File: src/rtl/uart_rx_fifo.sv
// UART receiver with show-ahead receive FIFO.
// Mid-bit sampling off a 2-FF synchronised line; errors tagged or pulsed.
module uart_rx_fifo #(
    parameter int PULSES_BIT = 29,
    parameter int DATA_BITS  = 8,
    parameter int MSB_FIRST  = 1,
    parameter int PARITY_EN  = 0,
    parameter int PARITY_ODD = 0,
    parameter int FIFO_DEPTH = 4
) (
    input  logic                          clk,
    input  logic                          rst_n,
    input  logic                          data_Rx,
    output logic [DATA_BITS-1:0]          rx_data,
    output logic                          rx_perr,
    output logic                          rx_valid,
    input  logic                          rx_ready,
    output logic                          frame_err,
    output logic                          overflow,
    output logic [$clog2(FIFO_DEPTH):0]   fifo_count
);

    localparam int AW = $clog2(FIFO_DEPTH);
    localparam int W  = DATA_BITS + 1;
    localparam logic [15:0] HALF_LAST = 16'(PULSES_BIT / 2 - 1);
    localparam logic [15:0] BIT_LAST  = 16'(PULSES_BIT - 1);
    localparam logic [3:0]  LAST_DATA = 4'(DATA_BITS - 1);
    localparam logic        ODD       = (PARITY_ODD != 0);
    localparam logic [AW:0] DEPTH_C   = (AW + 1)'(FIFO_DEPTH);

    typedef enum logic [2:0] {
        IDLE, START, DATA, PARITY, STOP, BREAK
    } state_e;

    state_e                state_q, state_d;
    logic [15:0]           cnt_q, cnt_d;
    logic [3:0]            bit_q, bit_d;
    logic [DATA_BITS-1:0]  shift_q, shift_d;
    logic                  perr_q, perr_d;
    logic                  sync1_q, sync1_d;
    logic                  sync2_q, sync2_d;

    logic [W-1:0]          mem_q [FIFO_DEPTH];
    logic [W-1:0]          mem_d [FIFO_DEPTH];
    logic [AW-1:0]         wr_q, wr_d;
    logic [AW-1:0]         rd_q, rd_d;
    logic [AW:0]           count_q, count_d;

    logic                  s_rx;
    logic                  tick;
    logic                  push;
    logic                  pop;
    logic                  full;
    logic                  accept;
    logic [DATA_BITS-1:0]  shift_in;

    assign sync1_d = data_Rx;
    assign sync2_d = sync1_q;
    assign s_rx    = sync2_q;
    assign tick    = (cnt_q == BIT_LAST);

    always_ff @(posedge clk or negedge rst_n) begin
        if (!rst_n) begin
            sync1_q <= 1'b1;
            sync2_q <= 1'b1;
            state_q <= IDLE;
            cnt_q   <= '0;
            bit_q   <= '0;
            shift_q <= '0;
            perr_q  <= 1'b0;
        end else begin
            sync1_q <= sync1_d;
            sync2_q <= sync2_d;
            state_q <= state_d;
            cnt_q   <= cnt_d;
            bit_q   <= bit_d;
            shift_q <= shift_d;
            perr_q  <= perr_d;
        end
    end

    always_comb begin
        if (MSB_FIRST != 0) shift_in = {shift_q[DATA_BITS-2:0], s_rx};
        else                shift_in = {s_rx, shift_q[DATA_BITS-1:1]};
    end

    always_comb begin
        state_d   = state_q;
        cnt_d     = cnt_q;
        bit_d     = bit_q;
        shift_d   = shift_q;
        perr_d    = perr_q;
        push      = 1'b0;
        frame_err = 1'b0;
        unique case (state_q)
            IDLE: begin
                cnt_d  = '0;
                bit_d  = '0;
                perr_d = 1'b0;
                if (!s_rx) state_d = START;
            end
            START: begin
                if (cnt_q == HALF_LAST) begin
                    cnt_d   = '0;
                    state_d = s_rx ? IDLE : DATA;
                end else begin
                    cnt_d = cnt_q + 16'd1;
                end
            end
            DATA: begin
                if (tick) begin
                    cnt_d   = '0;
                    shift_d = shift_in;
                    bit_d   = bit_q + 4'd1;
                    if (bit_q == LAST_DATA)
                        state_d = (PARITY_EN != 0) ? PARITY : STOP;
                end else begin
                    cnt_d = cnt_q + 16'd1;
                end
            end
            PARITY: begin
                if (tick) begin
                    cnt_d   = '0;
                    perr_d  = (^shift_q) ^ s_rx ^ ODD;
                    state_d = STOP;
                end else begin
                    cnt_d = cnt_q + 16'd1;
                end
            end
            STOP: begin
                if (tick) begin
                    cnt_d = '0;
                    if (s_rx) begin
                        push    = 1'b1;
                        state_d = IDLE;
                    end else begin
                        frame_err = 1'b1;
                        state_d   = BREAK;
                    end
                end else begin
                    cnt_d = cnt_q + 16'd1;
                end
            end
            BREAK: begin
                // Only a return to idle-high re-arms start detection.
                if (s_rx) state_d = IDLE;
            end
            default: state_d = IDLE;
        endcase
    end

    assign full     = (count_q == DEPTH_C);
    assign rx_valid = (count_q != '0);
    assign pop      = rx_valid & rx_ready;
    assign accept   = push & (!full | pop);
    assign overflow = push & full & !pop;

    always_comb begin
        mem_d   = mem_q;
        wr_d    = wr_q;
        rd_d    = rd_q;
        count_d = count_q;
        if (accept) begin
            mem_d[wr_q] = {perr_q, shift_q};
            wr_d        = wr_q + 1'b1;
        end
        if (pop) rd_d = rd_q + 1'b1;
        unique case ({accept, pop})
            2'b10:   count_d = count_q + 1'b1;
            2'b01:   count_d = count_q - 1'b1;
            default: count_d = count_q;
        endcase
    end

    always_ff @(posedge clk or negedge rst_n) begin
        if (!rst_n) begin
            mem_q   <= '{default: '0};
            wr_q    <= '0;
            rd_q    <= '0;
            count_q <= '0;
        end else begin
            mem_q   <= mem_d;
            wr_q    <= wr_d;
            rd_q    <= rd_d;
            count_q <= count_d;
        end
    end

    assign {rx_perr, rx_data} = mem_q[rd_q];
    assign fifo_count         = count_q;

endmodule

File: config.mk
export PLATFORM = sky130hd
export DESIGN_NAME = uart_rx_fifo
export DESIGN_NICKNAME = d
export VERILOG_FILES = /design/src/rtl/uart_rx_fifo.sv
export SDC_FILE = /design/constraint.sdc
export NUM_CORES = 1
export LEC_CHECK = 0
export ABC_AREA = 1
export BUFFER_PORTS_ARGS = -buffer_cell sky130_fd_sc_hd__buf_2
export CORE_MARGIN = 2
export CORE_UTILIZATION = 61
export CTS_CLUSTER_SIZE = 30
export DETAILED_ROUTE_END_ITERATION = 8
export GPL_ROUTABILITY_DRIVEN = 0
export PLACE_DENSITY = 0.84
export SETUP_SLACK_MARGIN = 0.1
export SLEW_MARGIN = 20
export SYNTH_ARGS = -nofsm -noshare
export SYNTH_HDL_FRONTEND = slang
export SYNTH_SLANG_ARGS = --single-unit
File: constraint.sdc
create_clock -name clk -period 2.9 [get_ports clk]
set_clock_uncertainty 0.05 [all_clocks]
set_input_delay 0.87 -clock clk [delete_from_list [all_inputs] [get_ports clk]]
set_output_delay 0.87 -clock clk [all_outputs]
set_load 0.01 [all_outputs]
==> results of run 1 <==
## worst max-delay path, cell delays in order, from the launching register on
cell	delay [ns]
dfrtp_1	0.42
inv_1	0.11
ha_1	0.16
nand3_1	0.09
nor2_2	0.18
nand2_4	0.12
nor4_1	0.17
buf_2	0.17
## cell usage in the layout, fill, tap and decap left out, drive strengths merged
cell type  instances
nand4              9
xnor2              4
a21oi              6
nor4               2
nand2            155
o211ai             1
nor2              59
o22ai             10
dfstp              2
clkinv             5
ha                 9
fa                 1
o21ai             73
inv               46
clkinvlp           3
nand3             19
nor3               6
buf               22
xor2               6
dfrtp             75
a31oi              2
nand3b             2
clkbuf             9
## logic make-up (layout without fill, tap and decap cells)
kind of cell | after synthesis | in the layout
fa+ha+maj | 10 | 10
buf+inv | 57 | 85
compound gates | 92 | 92
simple gates | 252 | 252
flops | 77 | 77
xor+xnor | 10 | 10
## final timing paths
| check | endpoint | from | slack, ns |
|---|---|---|---|
| max in group asynchronous | fifo_count[0] | rst_n | 1.78 |
| worst max-delay path | overflow | cnt_q[0] | 0.20 |
| min in group asynchronous | mem_q[2] | rst_n | 0.44 |
| worst max register to register | fifo_count[1] | cnt_q[0] | 0.37 |
| worst min-delay path | s_rx | sync1_q | 0.31 |
| worst min register to register | s_rx | sync1_q | 0.31 |
## power groups by stage
stage / logic (mW) / registers [mW] / clock network (mW)
after global placement: 1.06 / 1.25 / 0
after floorplan: 0.771 / 1.24 / 0
after detailed placement: 1.10 / 1.26 / 0
after global routing: 1.24 / 1.25 / 0.809
after CTS: 1.11 / 1.24 / 0.762
final: 1.10 / 1.24 / 0.752
## layer usage
layer	up-vias	share of wire, %	track usage (%)
met4	0	2.3	12.99
met1	1539	44	30.46
met5	-	0	0
li1	1661	-	-
met2	54	50	40.34
met3	14	3.2	3.272
## state kept, by name, summed over array words and instances, names as in the netlist
signal / count
state_q: 3
s_rx: 1
bit_q: 4
rd_q: 2
fifo_count: 3
wr_q: 2
cnt_q: 16
mem_q: 36
perr_q: 1
sync1_q: 1
shift_q: 8
## area by class of cell
type | count | area [µm²] | area share [%]
clock inverters | 7 | 57.56 | 1.312
clock buffers | 9 | 123.9 | 2.825
repair buffers | 22 | 135.1 | 3.081
inverters | 47 | 188.9 | 4.308
well taps | 77 | 96.34 | 2.197
flip-flops and latches | 77 | 1929 | 43.99
multi-input cells | 364 | 1854 | 42.28
==> impl_metrics.json, run 1 <==
{
  "status": "complete, no violations",
  "grt_first_pass_wirelength_um": 13950,
  "fin_cells": 603,
  "synth_seq_cells": 77,
  "holdBufCountCts": 0,
  "fin_setup_tns_ns": 0,
  "synth_edf_count": 0,
  "global_route.overflow_total": 0,
  "final_area_um2": 4385,
  "antenna_cells": 0,
  "finalSetupViolCount": 0,
  "synth_most_common_cell": "nand2_1",
  "worstSkewPairLatency_ns": 0.36,
  "fin_util_pct": 68.67,
  "top_level_ports": 19,
  "drv_slew": 0,
  "synth_compound_area_share_pct": 12.54,
  "io_buffers": 18,
  "rows": 29,
  "combPwrFrac_pct": 35.6,
  "path_max_fanout": 6,
  "whs_path_depth": 0,
  "fp.dieW_um": 85.50,
  "path_clk_slew_ns": 0.08,
  "drt-wirelength-per-cell_um": 13.27,
  "grt_pass1_vias": 3105,
  "seq_power_share_pct": 40.0,
  "maxCapViolations": 0,
  "p_leak_nw": 2.126,
  "arrival_ns": 1.78,
  "synth-xor-area-share_pct": 2.162,
  "synth_top_area_share_pct": 46.32,
  "yosysWarnings": 0,
  "clock-sinks": 77,
  "crit_path_start_kind": "flip-flop",
  "netSwitchingPower_mw": 1.260,
  "period_share_pct": 92.95,
  "remaining_drc_errors": 0,
  "core_area_um2": 6386,
  "synthTopCellsByCount": "153 x nand2_1, 75 x dfrtp_1, 53 x nor2_1",
  "place_ws_ns": 0.3613,
  "post_synth_and_or_nand_nor_area_fraction_pct": 27.79,
  "synth_area_um2": 4051,
  "die_y_um": 85.50,
  "fin_hold_ws_ns": 0.3120,
  "p_sw_share_pct": 40.76,
  "tightest_slew_ns": 0.5753,
  "initial_core_util_pct": 63.44,
  "synth_flop_cell": "dfrtp_1",
  "syn_avg_cell_area_um2": 8.135,
  "endpoint_kind": "output pin",
  "grt_max_degree": 46,
  "fillers": 508,
  "grtUsageTotal_pct": 24.10,
  "max_freq_mhz": 371.0,
  "antenna_found_initial": 0,
  "cts_setup_buffers": 0,
  "total_power_mw": 3.092,
  "clkPwrFrac_pct": 24.3,
  "firstDrtPassIters": 4,
  "internal_power_mw": 1.832,
  "synth_cell_type_count": 33,
  "reg2reg_depth": 11,
  "area_delta_synth_final_pct": 8.246,
  "hold_class": "reg -> reg",
  "setup_ws_ns": 0.2045,
  "cts_max_path_buffers": 2,
  "vias": 3268,
  "syn-instance-count": 498,
  "path_class": "reg -> out",
  "slew_headroom_pct": 61.65,
  "dieArea_um2": 7309,
  "drtIter0Drc": 152,
  "root_buffer": "clkbuf_8",
  "synth_top_family_by_area": "simple AND/OR/NAND/NOR gates",
  "cts_buffers": 9,
  "finalCriticalPeriod_ns": 2.695,
  "dp_hpwl_um": 5668,
  "vdd_drop_max_uv": 506.7,
  "synthMuxAreaShare_pct": 0,
  "yosysSeqAreaShare_pct": 47.62,
  "ys_async_sr_fraction_pct": 100.0,
  "finalNetCount": 535,
  "final_layout_size_suffix_gt1_share_pct": 12.36,
  "cts_tree": "done",
  "synth_fp_nets": 512,
  "hold_violations": 0,
  "cts_htree_levels": 3,
  "synth_area_leaders": "dfrtp_1 46%, nand2_1 14%, nor2_1 4.9%",
  "drt_wl_total_um": 8002,
  "power.density_nw_per_um2": 705.1,
  "required_ns": 1.98,
  "yosys.area_share.adder_pct": 3.274,
  "rsz0062_at_grt": "no",
  "routed_via_density": 5.420,
  "dpl_cell_area_um2": 4204,
  "post_cts_resize_count": 0,
  "synth_area_leader_cell": "dfrtp_1",
  "ant_nets": 0,
  "place_inst": 587
}
(Power assumes the default switching activity.)
==> inputs of run 2 (changes only) <==
--- a/config.mk
+++ b/config.mk
@@ -12,6 +12,7 @@
 export CTS_CLUSTER_SIZE = 30
 export DETAILED_ROUTE_END_ITERATION = 8
 export GPL_ROUTABILITY_DRIVEN = 0
+export MAX_ROUTING_LAYER = met4
 export PLACE_DENSITY = 0.84
 export SETUP_SLACK_MARGIN = 0.1
 export SLEW_MARGIN = 20
==> impl_metrics.json, run 2 (synthesized netlist as in run 1, its figures left out) <==
{
  "maxCapViolations": 0,
  "slowest_delay_ns": 0.43,
  "worstSkewPairLatency_ns": 0.36,
  "cts_tree": "done",
  "core_area_um2": 6386,
  "clock-sinks": 77,
  "cpMaxStageDelayCell": "dfrtp_1",
  "power.density_nw_per_um2": 705.8,
  "fin_cells": 603,
  "finalCriticalPeriod_ns": 2.698,
  "path_class": "reg -> out",
  "rows": 29,
  "period_share_pct": 93.04,
  "drtIter0Drc": 144,
  "grt_first_pass_wirelength_um": 13940,
  "setup_ws_ns": 0.2017,
  "worstPathCellList": "inv_1 -> ha_1 -> nand3_1 -> nor2_2 -> nand2_4 -> nor4_1 -> buf_2",
  "global_route.overflow_total": 0,
  "dieArea_um2": 7309,
  "dp_hpwl_um": 5668,
  "drt-wirelength-per-cell_um": 13.32,
  "cts_max_path_buffers": 2,
  "final_layout_size_suffix_gt1_share_pct": 12.36,
  "regMostFlops": "mem_q",
  "antenna_cells": 0,
  "cts_setup_buffers": 0,
  "fin_hold_ws_ns": 0.3120,
  "hold_class": "reg -> reg",
  "slew_headroom_pct": 61.73,
  "largestRegisters": "mem_q x36, cnt_q x16, shift_q x8",
  "place_inst": 587,
  "crit_buf_inv": 2,
  "drv_slew": 0,
  "fp.dieW_um": 85.50,
  "p_leak_nw": 2.126,
  "io_buffers": 18,
  "remaining_drc_errors": 0,
  "ant_nets": 0,
  "grt_max_degree": 46,
  "grtUsageTotal_pct": 24.85,
  "vdd_drop_max_uv": 507.3,
  "status": "complete, no violations",
  "vias": 3295,
  "multiInputGateArea_um2": 1854,
  "required_ns": 1.98,
  "crit_family": "simple AND/OR/NAND/NOR gates",
  "cts_htree_levels": 3,
  "fillers": 508,
  "antenna_found_initial": 0,
  "max_freq_mhz": 370.6,
  "path_clk_slew_ns": 0.08,
  "finalNetCount": 535,
  "tightest_slew_ns": 0.5740,
  "fin_setup_tns_ns": 0,
  "place_ws_ns": 0.3613,
  "initial_core_util_pct": 63.44,
  "r2r_slack_ns": 0.37,
  "top_level_ports": 19,
  "path_max_fanout": 6,
  "area_delta_synth_final_pct": 8.246,
  "endpoint_kind": "output pin",
  "crit_path_start_kind": "flip-flop",
  "arrival_ns": 1.78,
  "hold_violations": 0,
  "root_buffer": "clkbuf_8",
  "largest_register_ffs": 36,
  "firstDrtPassIters": 4,
  "post_cts_resize_count": 0,
  "drt_wl_total_um": 8032,
  "holdBufCountCts": 0,
  "rsz0062_at_grt": "no",
  "routed_via_density": 5.464,
  "final_common_cell": "nand2_1",
  "grt_pass1_vias": 3110,
  "die_y_um": 85.50,
  "cts_buffers": 9,
  "dpl_cell_area_um2": 4204,
  "final_area_um2": 4385,
  "finalSetupViolCount": 0,
  "regArea_um2": 1929,
  "mostFrequentLayoutCells": "153 x nand2_1, 75 x dfrtp_1, 53 x nor2_1, 41 x inv_1, 35 x o21ai_0"
}
-- run 2: cell counts in the layout (fill, tap and decap cells not counted) --
No cell type changed its count.
-- run 2: cell type report --
class | count | share of cell area (%)
inverters | 47 | 4.308
multi-input cells | 364 | 42.28
repair buffers | 22 | 3.081
clock buffers | 9 | 2.825
flip-flops and latches | 77 | 43.99
clock inverters | 7 | 1.312
well taps | 77 | 2.197
-- run 2: final timing paths --
| check | from | to | cells after the start |
|---|---|---|---|
| setup reg to reg | cnt_q[0] | fifo_count[1] | 11 |
| hold / removal | sync1_q | s_rx | 0 |
| setup / recovery | cnt_q[0] | overflow | 7 |
| hold reg to reg | sync1_q | s_rx | 0 |
| max in group asynchronous | rst_n | fifo_count[0] | 2 |
| min in group asynchronous | rst_n | mem_q[2] | 1 |
-- run 2: power by group --
part           switching (mW)  leakage, nW  internal (mW)  total (mW)
clock                   0.436       0.0824          0.319       0.754
combinational           0.738        0.990          0.365        1.10
sequential             0.0899         1.05           1.15        1.24
total                    1.26         2.13           1.83        3.10
-- run 2: worst reg2reg max path, delay by kind of cell (launching register included) --
kind	cells	cell delay, ns
adder cells (fa/ha/maj)	3	0.81
AO/OA/AOI/OAI	1	0.16
AND/OR/NAND/NOR	5	0.81
buffers and inverters	2	0.21
flip-flops	1	0.43
-- run 2: metrics by stage --
step | total power [mW] | utilization [%]
2_1_floorplan | 2.007 | -
3_3_place_gp | 2.310 | 65.83
3_5_place_dp | 2.360 | 65.83
4_1_cts | 3.108 | 68.67
5_1_grt | 3.302 | 68.67
6_report | 3.095 | 68.67
-- run 2: metal layers --
metal	vias up	share of wire [%]	global-route usage, %
met5	-	0	-
met2	63	50	40.48
met3	18	4.2	3.272
met1	1552	44	30.40
li1	1662	-	-
met4	0	2.0	12.99
